<file path="config.mk">
export PLATFORM = sky130hd
export DESIGN_NAME = button_conditioner
export DESIGN_NICKNAME = d
export VERILOG_FILES = /design/src/rtl/button_conditioner_pkg.sv /design/src/rtl/button_conditioner_debounce.sv /design/src/rtl/button_conditioner.sv
export SDC_FILE = /design/constraint.sdc
export NUM_CORES = 1
export LEC_CHECK = 0
export ABC_CLOCK_PERIOD_IN_PS = 9100
export BUFFER_PORTS_ARGS = -buffer_cell sky130_fd_sc_hd__buf_4
export CAP_MARGIN = 40
export CORE_MARGIN = 2
export CORE_UTILIZATION = 42
export CTS_CLUSTER_DIAMETER = 60
export CTS_CLUSTER_SIZE = 24
export DETAILED_ROUTE_END_ITERATION = 12
export PLACE_DENSITY = 0.68
export SYNTH_ARGS = -nofsm -noshare
export SYNTH_HDL_FRONTEND = slang
export SYNTH_SLANG_ARGS = --single-unit
</file>
<file path="constraint.sdc">
create_clock -name Clk -period 9.1 [get_ports Clk]
set_clock_uncertainty 0.1 [all_clocks]
set_input_delay 0.91 -clock Clk [delete_from_list [all_inputs] [get_ports Clk]]
set_output_delay 0.91 -clock Clk [all_outputs]
set_load 0.03 [all_outputs]
</file>
<file path="src/rtl/button_conditioner_pkg.sv">
// Shared definitions for the pushbutton conditioner.
// One-hot debounce FSM states and the button priority order.
package button_conditioner_pkg;

    typedef enum logic [4:0] {
        IDLE = 5'b00001,
        WQ   = 5'b00010,
        SCEN = 5'b00100,
        HELD = 5'b01000,
        WR   = 5'b10000
    } state_t;

    // Bit index doubles as priority: lower index wins.
    localparam int BTN_U   = 0;
    localparam int BTN_D   = 1;
    localparam int BTN_R   = 2;
    localparam int BTN_L   = 3;
    localparam int BTN_C   = 4;
    localparam int NUM_BTN = 5;

endpackage

</file>
<file path="src/rtl/button_conditioner_debounce.sv">
// Single-button synchroniser, debounce FSM, press pulse and level.
// Outputs are decoded from the state register only.
module btn_debounce_one #(
    parameter int DEBOUNCE_CNT = 1000000
) (
    input  logic clk,
    input  logic rst,
    input  logic raw,
    output logic scen,
    output logic db
);
    import button_conditioner_pkg::*;

    localparam int CW = $clog2(DEBOUNCE_CNT);
    localparam logic [CW-1:0] LAST = CW'(DEBOUNCE_CNT - 1);

    state_t        state;
    logic [CW-1:0] cnt;
    logic          s1;
    logic          s2;

    // Two-flop synchroniser for the asynchronous button input.
    always_ff @(posedge clk or posedge rst) begin
        if (rst) begin
            s1 <= 1'b0;
            s2 <= 1'b0;
        end else begin
            s1 <= raw;
            s2 <= s1;
        end
    end

    // Debounce FSM: require a quiet window on both press and release.
    always_ff @(posedge clk or posedge rst) begin
        if (rst) begin
            state <= IDLE;
            cnt   <= '0;
        end else begin
            unique case (state)
                IDLE: begin
                    if (s2) begin
                        cnt   <= '0;
                        state <= WQ;
                    end
                end
                WQ: begin
                    if (!s2) begin
                        state <= IDLE;
                    end else if (cnt == LAST) begin
                        state <= SCEN;
                    end else begin
                        cnt <= cnt + 1'b1;
                    end
                end
                SCEN: begin
                    state <= HELD;
                end
                HELD: begin
                    if (!s2) begin
                        cnt   <= '0;
                        state <= WR;
                    end
                end
                WR: begin
                    if (s2) begin
                        state <= HELD;
                    end else if (cnt == LAST) begin
                        state <= IDLE;
                    end else begin
                        cnt <= cnt + 1'b1;
                    end
                end
                default: begin
                    state <= IDLE;
                end
            endcase
        end
    end

    assign scen = (state == SCEN);
    assign db   = (state == SCEN) || (state == HELD) || (state == WR);

endmodule

</file>
<file path="src/rtl/button_conditioner.sv">
// Five-button conditioner: per-button debounce plus optional
// one-pulse-per-cycle priority filter (U > D > R > L > C).
module button_conditioner #(
    parameter int DEBOUNCE_CNT = 1000000,
    parameter int MUTEX        = 1
) (
    input  logic Clk,
    input  logic reset,
    input  logic BtnL_raw,
    input  logic BtnR_raw,
    input  logic BtnU_raw,
    input  logic BtnD_raw,
    input  logic BtnC_raw,
    output logic BtnL_scen,
    output logic BtnR_scen,
    output logic BtnU_scen,
    output logic BtnD_scen,
    output logic BtnC_scen,
    output logic BtnL_db,
    output logic BtnR_db,
    output logic BtnU_db,
    output logic BtnD_db,
    output logic BtnC_db,
    output logic Collision
);
    import button_conditioner_pkg::*;

    logic [NUM_BTN-1:0] raw_vec;
    logic [NUM_BTN-1:0] scen_i;
    logic [NUM_BTN-1:0] db_vec;
    logic [NUM_BTN-1:0] scen_vec;

    assign raw_vec[BTN_U] = BtnU_raw;
    assign raw_vec[BTN_D] = BtnD_raw;
    assign raw_vec[BTN_R] = BtnR_raw;
    assign raw_vec[BTN_L] = BtnL_raw;
    assign raw_vec[BTN_C] = BtnC_raw;

    for (genvar i = 0; i < NUM_BTN; i++) begin : g_btn
        btn_debounce_one #(
            .DEBOUNCE_CNT(DEBOUNCE_CNT)
        ) u_db (
            .clk (Clk),
            .rst (reset),
            .raw (raw_vec[i]),
            .scen(scen_i[i]),
            .db  (db_vec[i])
        );
    end

    if (MUTEX != 0) begin : g_mutex
        logic [NUM_BTN-1:0] win;
        logic               found;

        // Keep only the highest-priority pulse; losers are dropped.
        always_comb begin
            win   = '0;
            found = 1'b0;
            for (int i = 0; i < NUM_BTN; i++) begin
                if (scen_i[i] && !found) begin
                    win[i] = 1'b1;
                    found  = 1'b1;
                end
            end
        end

        assign scen_vec  = win;
        assign Collision = |(scen_i & ~win);
    end else begin : g_pass
        assign scen_vec  = scen_i;
        assign Collision = 1'b0;
    end

    assign BtnU_scen = scen_vec[BTN_U];
    assign BtnD_scen = scen_vec[BTN_D];
    assign BtnR_scen = scen_vec[BTN_R];
    assign BtnL_scen = scen_vec[BTN_L];
    assign BtnC_scen = scen_vec[BTN_C];

    assign BtnU_db = db_vec[BTN_U];
    assign BtnD_db = db_vec[BTN_D];
    assign BtnR_db = db_vec[BTN_R];
    assign BtnL_db = db_vec[BTN_L];
    assign BtnC_db = db_vec[BTN_C];

endmodule

</file>
Word level (Yosys, flattened, before mapping)
Cells that the tools add are included.
- bits in registers: 135
- output and inout port bits: 11
- word-level logic and storage cells: 194
- input port bits: 7
- add/subtract/negate cells: 5
- eq/ne operators: 60
- reduce and logical (&&, ||, !) cells: 34
- multiplexer cells: 73
- bitwise operators: 2
- operators by type and width (kind ; count):
    2-to-1 mux 20 bit ; 25
    one-hot mux 20 bit (4 select lines) ; 5
    2-to-1 mux 5 bit ; 30
    one-hot mux 5 bit (5 select lines) ; 5
    adder 20 x 1 -> 20 bit, second input constant ; 5
    equality test 20 bit, second input constant ; 5
    equality test 5 x 1 -> 1 bit, second input constant ; 5
    equality test 5 x 2 -> 1 bit, second input constant ; 5
    equality test 5 x 3 -> 1 bit, second input constant ; 5
    equality test 5 x 4 -> 1 bit, second input constant ; 5
    equality test 5 bit, second input constant ; 5
    AND reduction 5 bit ; 5
    != test 2 x 1 -> 1 bit, second input constant ; 10
    != test 2 bit, second input constant ; 10
    AND reduction 4 bit ; 5
    nonzero test 4 bit ; 5
    != test 3 x 1 -> 1 bit, second input constant ; 5
    != test 3 bit, second input constant ; 5
    logical OR 1 bit ; 10
    2-to-1 mux 1 bit ; 8
    bitwise AND 5 bit ; 1
    NOT 5 bit ; 1
    OR reduction 5 bit ; 1
    logical AND 1 bit ; 4
    logical NOT 1 bit ; 4

Longest topological paths before layout
Gate-level depths: netlist of the first run.
- depth after elaboration: 17
- depth in mapped cells: 9
- gate-level depth less buffers: 6

By module
Synthesis of the first run repeated with hierarchy kept, for this count alone.
- cell total of the unflattened synthesis: 938
- area total of the unflattened synthesis: 8496.9 µm²
- modules (own cells, without submodules) (module ; area each (µm²) ; cells an instance ; instances ; seq. area each (µm²)):
    btn_debounce_one at g_btn[2].u_db ... ; 1606.5 ; 179 ; 2 ; 676.9
    btn_debounce_one at g_btn[1].u_db ; 1823.0 ; 196 ; 1 ; 676.9
    btn_debounce_one at g_btn[4].u_db ; 1790.5 ; 195 ; 1 ; 676.9
    btn_debounce_one at g_btn[0].u_db ; 1604.0 ; 181 ; 1 ; 676.9
    button_conditioner ; 66.3 ; 8 ; 1 ; 0.0

Worst setup path before layout of the first run
OpenSTA, ideal clock, no wires.
- kind: register -> output
- start point: register g_btn[3].u_db.state[4]
- end point: output BtnL_db
- arrival: 2.423 ns
- buffers on the path: 1
- data required time: 8.090 ns
- cell stages (with the launch flop): 4
- path slack: 5.667 ns
- cells stage by stage: dfrtp_1 -> buf_2 -> or2_2 -> a2111oi_0
- word-level cells in the longest chain between the ends: 3
- elaborated cells on any way between the ends: 5
- those cells by class: eq/ne (3); reduce/logical (2)
- RTL lines (what ; line ; text):
    start, declared ; button_conditioner_debounce.sv:17 ; state_t state;
    start signal, assigned ; button_conditioner_debounce.sv:36 ; state <= IDLE;
    start signal, assigned ; button_conditioner_debounce.sv:43 ; state <= WQ;
    start signal, assigned ; button_conditioner_debounce.sv:48 ; state <= IDLE;
    equality test 5 x 3 -> 1 bit / equality test 5 x 4 -> 1 bit (equally long branches) ; button_conditioner_debounce.sv:81 ; assign db = (state == SCEN) || (state == HELD) || (state == WR);
    logical OR 1 bit ; button_conditioner_debounce.sv:81 ;
    logical OR 1 bit (*) ; button_conditioner_debounce.sv:81 ;
    end, declared ; button_conditioner.sv:19 ; output logic BtnL_db,
Mark *: on every way between the ends. The rest lies on a longest branch, timed or not.

Worst setup path in the final report of the first run
- start point: register g_btn[2].u_db.state[4]
- end point: output Collision
- word-level cells in the longest chain between the ends: 12
- elaborated cells on any way between the ends: 14
- those cells by class: eq/ne (1); mux (5); bitwise (2); reduce/logical (6)
- RTL lines (what ; line ; text):
    start, declared ; button_conditioner_debounce.sv:17 ;
    start signal, assigned ; button_conditioner_debounce.sv:36 ;
    start signal, assigned ; button_conditioner_debounce.sv:43 ;
    start signal, assigned ; button_conditioner_debounce.sv:48 ;
    equality test 5 x 3 -> 1 bit (*) ; button_conditioner_debounce.sv:80 ; assign scen = (state == SCEN);
    logical AND 1 bit ; button_conditioner.sv:60 ; if (scen_i[i] && !found) begin
    2-to-1 mux 1 bit ; button_conditioner.sv:60 ;
    logical NOT 1 bit ; button_conditioner.sv:60 ;
    logical AND 1 bit ; button_conditioner.sv:60 ;
    2-to-1 mux 1 bit ; button_conditioner.sv:60 ;
    logical NOT 1 bit ; button_conditioner.sv:60 ;
    logical AND 1 bit ; button_conditioner.sv:60 ;
    2-to-1 mux 1 bit ; button_conditioner.sv:60 ;
    NOT 5 bit ; button_conditioner.sv:68 ; assign Collision = |(scen_i & ~win);
    bitwise AND 5 bit (*) ; button_conditioner.sv:68 ;
    OR reduction 5 bit (*) ; button_conditioner.sv:68 ;
    end, declared ; button_conditioner.sv:24 ; output logic Collision
Marks and branches as above.

==> results.ini, run 1 <==
[drt]
antenna_left=0
drc=0
drt_iter0_drc=484
totalWireLength_um=18100
vias_per_cell=5.926
via_count=7058
drt-wirelength-per-cell_um=15.20
drt_first_pass_iters=5

[die]
coreArea_um2=19270
die_w_um=143.6
num_rows=51
die-area_um2=20620
die_h_um=143.6
initial_core_util_pct=42.46
pin_count=18

[placement]
placed_area_um2=8432
port-buffer-count=17
placed_cells=1159
dp_hpwl_um=12090
place.gp.congestion=0.8392

[timing]
min_period_ps=3444
min_period_over_period_pct=37.84
rsz0062_at_grt=no
worst_slew_pin_slew_ps=878.7
finalMaxSlewViolations=0
finalHoldViolations=0
fmax_mhz=290.4
tns_ps=0
relSlewSlack_pct=41.07
finalSetupViolCount=0

[hold_path]
hold-path-cell-count=0
min_path_type=reg2reg
hold_path_startpoint=g_btn[1].u_db.s1
hold_end=g_btn[1].u_db.s2

[synthesis]
yosysUniqueCellTypes=83
netlist_area_um2=8183
yosys.area.top_type_share_pct=39.76
synth_cells=929
synth_flop_cell=dfrtp_1
synth-edff-count=0
ys_ff_latch=135
synthArstFlopShare_pct=100.0
synthTopCellsByArea=dfrtp_1, o31ai_1, nor2_1, nand3_1, nand2_1
ys_seq_area_share_pct=41.36
synth_area_per_cell_um2=8.808
syn_nets=941
synth_warnings=0
synth_area_leader_cell=dfrtp_1

[critical_path]
r2r_slack_ps=6470
r2r_end=g_btn[2].u_db.cnt[15]
crit_path_end_kind=output pin
critPathLaunchType=flop
worst-path-max-fanout=15
cp_slowest_cell=or4_1
critPathMaxStageDelay_ps=680
reg2regPathDepth=7
worst_ep_required_time_ps=8090
path_class=reg2out
regToRegStartpoint=g_btn[2].u_db.cnt[0]
critical_path_arrival_ps=2430
path_cells=or4_1, maj3_1, a31oi_1, buf_4

[grt]
grt_usage_pct=18.55
grt_pass1_vias=6510
antenna_found_initial=0
grt_pass1_wl_um=31280
grt_overflow=0
grt_max_degree=60

[clock_tree]
cts_htree_levels=4
root_buffer=clkbuf_16
clkLatencyLatePin_ps=430
cts-buffers-inserted=17
post_cts_buffers=0
cts.path.max_buffers=2
cts_num_sinks=135
clk_pin_slew_ps=60
tritoncts=yes
postCtsHoldBufs=0
cts_resized=0

[power]
ir_worst_vdd_mv=0.1160
power-per-cell-area_nw_per_um2=198.7
p_leak_uw=0.003836
power_uw=1795

[final_layout]
design_area_um2=9036
diodes=0
layout-drive-gt1-share_pct=9.935
regArea_um2=3385
multi_input_area_um2=4438
layout_common_cells=dfrtp_1, nor2_1, nand2_1, nand3_1, o31ai_1
fillers=1842
fin_nets=925
layout_commonest_cell=dfrtp_1
area_delta_synth_final_pct=10.43
final_cells=1191

[flow_run]
cap_violations=0

[outcome]
status=finished, final reports clean

-- layout make-up --
type,instances,share of cell area [%]
clock buffer,23,5.400
clock inverter,9,1.288
inverter,14,0.6369
multi-input combinational,718,49.11
sequential,135,37.46
tap,265,3.669
timing repair buffer,27,2.437
-- worst max-delay path, delay by kind of cell (launching register included) --
kind	cells	cell delay, ps
AO/OA/AOI/OAI	1	220
adder cells (fa/ha/maj)	1	380
buffers and inverters	1	200
flip-flops	1	540
AND/OR/NAND/NOR	1	680
-- report_power, final --
part           switching (uW)  internal, uW
Clock                     262           434
Sequential               83.1           648
Combinational             238           130
Total                     583          1210
-- synthesized netlist by cell type (8+ instances only) --
library cell and number:
dfrtp_1 130, nor2_1 78, nand2_1 73, nand3_1 55, nor3_1 50, o31ai_1 50, o21ai_0 49, clkbuf_1 37
a21oi_1 35, and3_1 33, a31oi_1 31, nand4_1 22, a221o_1 19, nand2b_1 16, inv_1 14, buf_2 13
and2_1 12, nor2b_1 10, nor4_1 10, a41oi_1 9, o41ai_1 9, or3_1 9, a211o_1 8, and4_1 8
nor4b_1 8
-- cells by family after synthesis --
group	synth area share [%]
AOI/OAI and AO/OA	23.03
xor gates and xnor gates	0.9634
adders and majority gates	0.8869
buffers and inverters	4.572
DFF	41.36
muxes	0.7493
and+or+nand+nor	28.44
-- registers in the layout (all words and copies together), names as in the netlist --
signal	count
g_btn.u_db.cnt	100
g_btn.u_db.s1	5
g_btn.u_db.s2	5
g_btn.u_db.state	25
-- layer usage --
| metal | up-vias | GRT usage (%) | routed length [um] |
|---|---|---|---|
| met1 | 3426 | 25.35 | 8772 |
| li1 | 3518 | - | - |
| met2 | 97 | 29.70 | 8584 |
| met5 | - | 0 | 0 |
| met4 | 0 | 5.521 | 206 |
| met3 | 17 | 3.932 | 541 |
-- metrics by stage --
stage / util (%) / setup slack (ps) / hold WS, ps
2_1_floorplan: - / 4487 / 231.2
3_3_place_gp: 43.51 / 6096 / 233.8
3_5_place_dp: 43.75 / 6094 / 234.7
4_1_cts: 46.89 / 5630 / 247.1
5_1_grt: 46.89 / 5539 / 252.3
6_report: 46.89 / 5656 / 245.5
-- worst max path at each step --
| stage | to | startpoint |
|---|---|---|
| 2_1_floorplan | g_btn[0].u_db.cnt[0] | reset |
| 3_3_place_gp | Collision | g_btn[2].u_db.state[4] |
| 3_5_place_dp | Collision | g_btn[2].u_db.state[4] |
| 4_1_cts | Collision | g_btn[2].u_db.state[4] |
| 5_1_grt | Collision | g_btn[2].u_db.state[4] |
| 6_report | Collision | g_btn[2].u_db.state[4] |
No activity file was read; power rests on OpenSTA's default activity.
==> run 2: changes to the inputs <==
--- a/config.mk
+++ b/config.mk
@@ -5,7 +5,7 @@
 export SDC_FILE = /design/constraint.sdc
 export NUM_CORES = 1
 export LEC_CHECK = 0
-export ABC_CLOCK_PERIOD_IN_PS = 9100
+export ABC_CLOCK_PERIOD_IN_PS = 2900
 export BUFFER_PORTS_ARGS = -buffer_cell sky130_fd_sc_hd__buf_4
 export CAP_MARGIN = 40
 export CORE_MARGIN = 2
@@ -13,7 +13,7 @@
 export CTS_CLUSTER_DIAMETER = 60
 export CTS_CLUSTER_SIZE = 24
 export DETAILED_ROUTE_END_ITERATION = 12
-export PLACE_DENSITY = 0.68
+export PLACE_DENSITY = 0.7
 export SYNTH_ARGS = -nofsm -noshare
 export SYNTH_HDL_FRONTEND = slang
 export SYNTH_SLANG_ARGS = --single-unit
==> constraint.sdc (replaced) <==
create_clock -name Clk -period 2.9 [get_ports Clk]
set_clock_uncertainty 0.1 [all_clocks]
set_input_delay 0.29 -clock Clk [delete_from_list [all_inputs] [get_ports Clk]]
set_output_delay 0.29 -clock Clk [all_outputs]
set_load 0.03 [all_outputs]
==> run 2 against run 1 <==
Net effect: die area did not move; first-iteration DRC count shrank 6.6%; worst hold slack improved by 3.2 ps; sequential power rose to 3.1 times the previous value; critical endpoint unchanged; highest routed layer unchanged.
==> results.ini, run 2 (synthesis results as in run 1) <==
[flow_run]
cap_violations=0  ; unchanged

[timing]
fmax_mhz=362.9
finalSetupViolCount=0  ; unchanged
worst_slew_pin_slew_ps=800.7  ; -78.08 ps
timing.final.ws_setup_ps=144.5  ; -5512 ps
rsz0062_at_grt=no
finalMaxSlewViolations=0  ; unchanged
tns_ps=0  ; unchanged
relSlewSlack_pct=46.51  ; +5.4 points
min_period_ps=2756
min_period_over_period_pct=95.02
finalHoldViolations=0  ; unchanged
whs_ps=248.7  ; +3.219 ps

[final_layout]
fillers=1841  ; -0.054%
largest_register_ff_count=100  ; unchanged
fin_util_pct=47.72  ; +0.83 points
diodes=0  ; unchanged
reg_top3=g_btn.u_db.cnt: 100 flops, g_btn.u_db.state: 25 flops
area_delta_synth_final_pct=12.39
layout_common_cells=dfrtp_1, nor2_1, nand2_1, nand3_1, o31ai_1
layout_commonest_cell=dfrtp_1
largest-register=g_btn.u_db.cnt
fin_nets=946  ; +2.3%
final_cells=1212  ; +1.8%
layout-drive-gt1-share_pct=11.51  ; +1.6 points

[drt]
dr_wl_met3_um=603  ; +11%
drt-wirelength-per-cell_um=14.84  ; -2.4%
wl_met1_um=8568  ; -2.3%
drc=0  ; unchanged
wl_met2_um=8696  ; +1.3%
totalWireLength_um=17990  ; -0.64%
via_count=7186  ; +1.8%
drt_first_pass_iters=5  ; unchanged
topRoutingLayerUsed=met4
antenna_left=0  ; unchanged
vias_per_cell=5.929  ; about the same
drt_iter0_drc=452  ; -6.6%

[power]
ir_worst_vdd_mv=0.4217  ; +260%
p_switching_uw=1938  ; +230%
power-per-cell-area_nw_per_um2=612.9  ; +210%
power.internal_uw=3698  ; +210%
pwr-share-clk_pct=38.0  ; -0.7 points
seqPwrFrac_pct=40.7  ; about the same
power_frac_comb_pct=21.3  ; +0.8 points
p_leak_uw=0.003941  ; +2.7%
switching_share_pct=34.39  ; +1.9 points

[critical_path]
critPathLaunchType=flop
path_class=reg2out
critical_path_arrival_ps=2370  ; -60 ps
worst-path-max-fanout=12  ; -3
crit_path_end_kind=output pin
reg2regPathDepth=5  ; -2
worst_ep_required_time_ps=2510  ; -5580 ps

[clock_tree]
root_buffer=clkbuf_16
cts_htree_levels=4  ; unchanged
postCtsHoldBufs=6  ; +6
post_cts_buffers=0  ; unchanged
cts_resized=0  ; unchanged
clk_pin_slew_ps=70  ; about the same
clkLatencyLatePin_ps=420  ; about the same
cts-buffers-inserted=17  ; unchanged
tritoncts=yes
cts.path.max_buffers=2  ; unchanged
cts_num_sinks=135  ; unchanged

[die]
die-area_um2=20620  ; unchanged
die_w_um=143.6  ; unchanged
coreArea_um2=19270  ; unchanged
die_h_um=143.6  ; unchanged
num_rows=51  ; unchanged
initial_core_util_pct=42.46  ; unchanged
pin_count=18  ; unchanged

[hold_path]
hold-path-cell-count=0  ; unchanged
min_path_type=reg2reg

[grt]
antenna_found_initial=0  ; unchanged
grt_max_degree=63  ; +5.0%
grt_pass1_wl_um=30410  ; -2.8%
grt_usage_pct=17.96  ; -0.59 points
grt_overflow=0  ; unchanged
grt_pass1_vias=6480  ; -0.46%

[placement]
dp_worst_setup_slack_ps=466.7  ; -5628 ps
dp_hpwl_um=12070  ; -0.17%
place.gp.congestion=0.8307  ; -1.0%
placed_cells=1174  ; +1.3%
port-buffer-count=17  ; unchanged

[outcome]
status=finished, final reports clean

-- run 2: cell count changes in the layout (fill, tap and decap cells not counted), moves of 2 or more --
cell	delta
buf_4	+16
dlygate4sd3_1	+6
inv_8	+5
clkbuf_8	-4
clkbuf_1	-2
clkinv_4	+2
clkinvlp_4	-2
-- run 2: worst paths after layout --
check / endpoint / from / slack, ps
max: Collision / g_btn[4].u_db.state[4] / 140
min: g_btn[4].u_db.s2 / g_btn[4].u_db.s1 / 250
max reg2reg: g_btn[4].u_db.cnt[17] / g_btn[4].u_db.state[4] / 470
min reg2reg: g_btn[4].u_db.s2 / g_btn[4].u_db.s1 / 250
max in group asynchronous: g_btn[3].u_db.state[0] / reset / 1400
min in group asynchronous: g_btn[4].u_db.cnt[11] / reset / 480
-- run 2: layout make-up --
cell class,instances,area (um2),share of cell area [%]
repair buffers,48,400.4,4.354
flip-flops and latches,135,3385,36.80
clock buffers,17,425.4,4.626
multi-input cells,718,4438,48.26
clock inverters,15,160.2,1.742
well taps,265,331.6,3.605
inverters,14,56.30,0.6122
-- run 2: worst max-delay path, stage by stage (launching register included) --
cell	delay (ps)
dfrtp_1	500
nand2b_1	220
or4_1	490
maj3_1	370
a31oi_1	180
buf_4	180
-- run 2: power groups by stage --
stage / clock, uW / sequential (uW) / combinational, uW
3_5_place_dp: 0 / 2330 / 1200
5_1_grt: 2290 / 2330 / 1340
2_1_floorplan: 0 / 2140 / 1140
3_3_place_gp: 0 / 2320 / 1170
6_report: 2140 / 2300 / 1200
4_1_cts: 2190 / 2290 / 1210
-- run 2: per-stage QoR --
stage                     cell area (um2)  total power, uW
after global placement               8551             3492
after floorplan                      8187             3284
final                                9196             5636
after detailed placement             8551             3524
after CTS                            9196             5691
after global routing                 9196             5963
-- run 2: routing by layer --
layer  global-route usage [%]  vias to the layer above
li1                         -                     3567
met1                    24.04                     3487
met2                    29.65                      121
met3                    4.232                       11
met4                    4.076                        0
met5                        0                        -
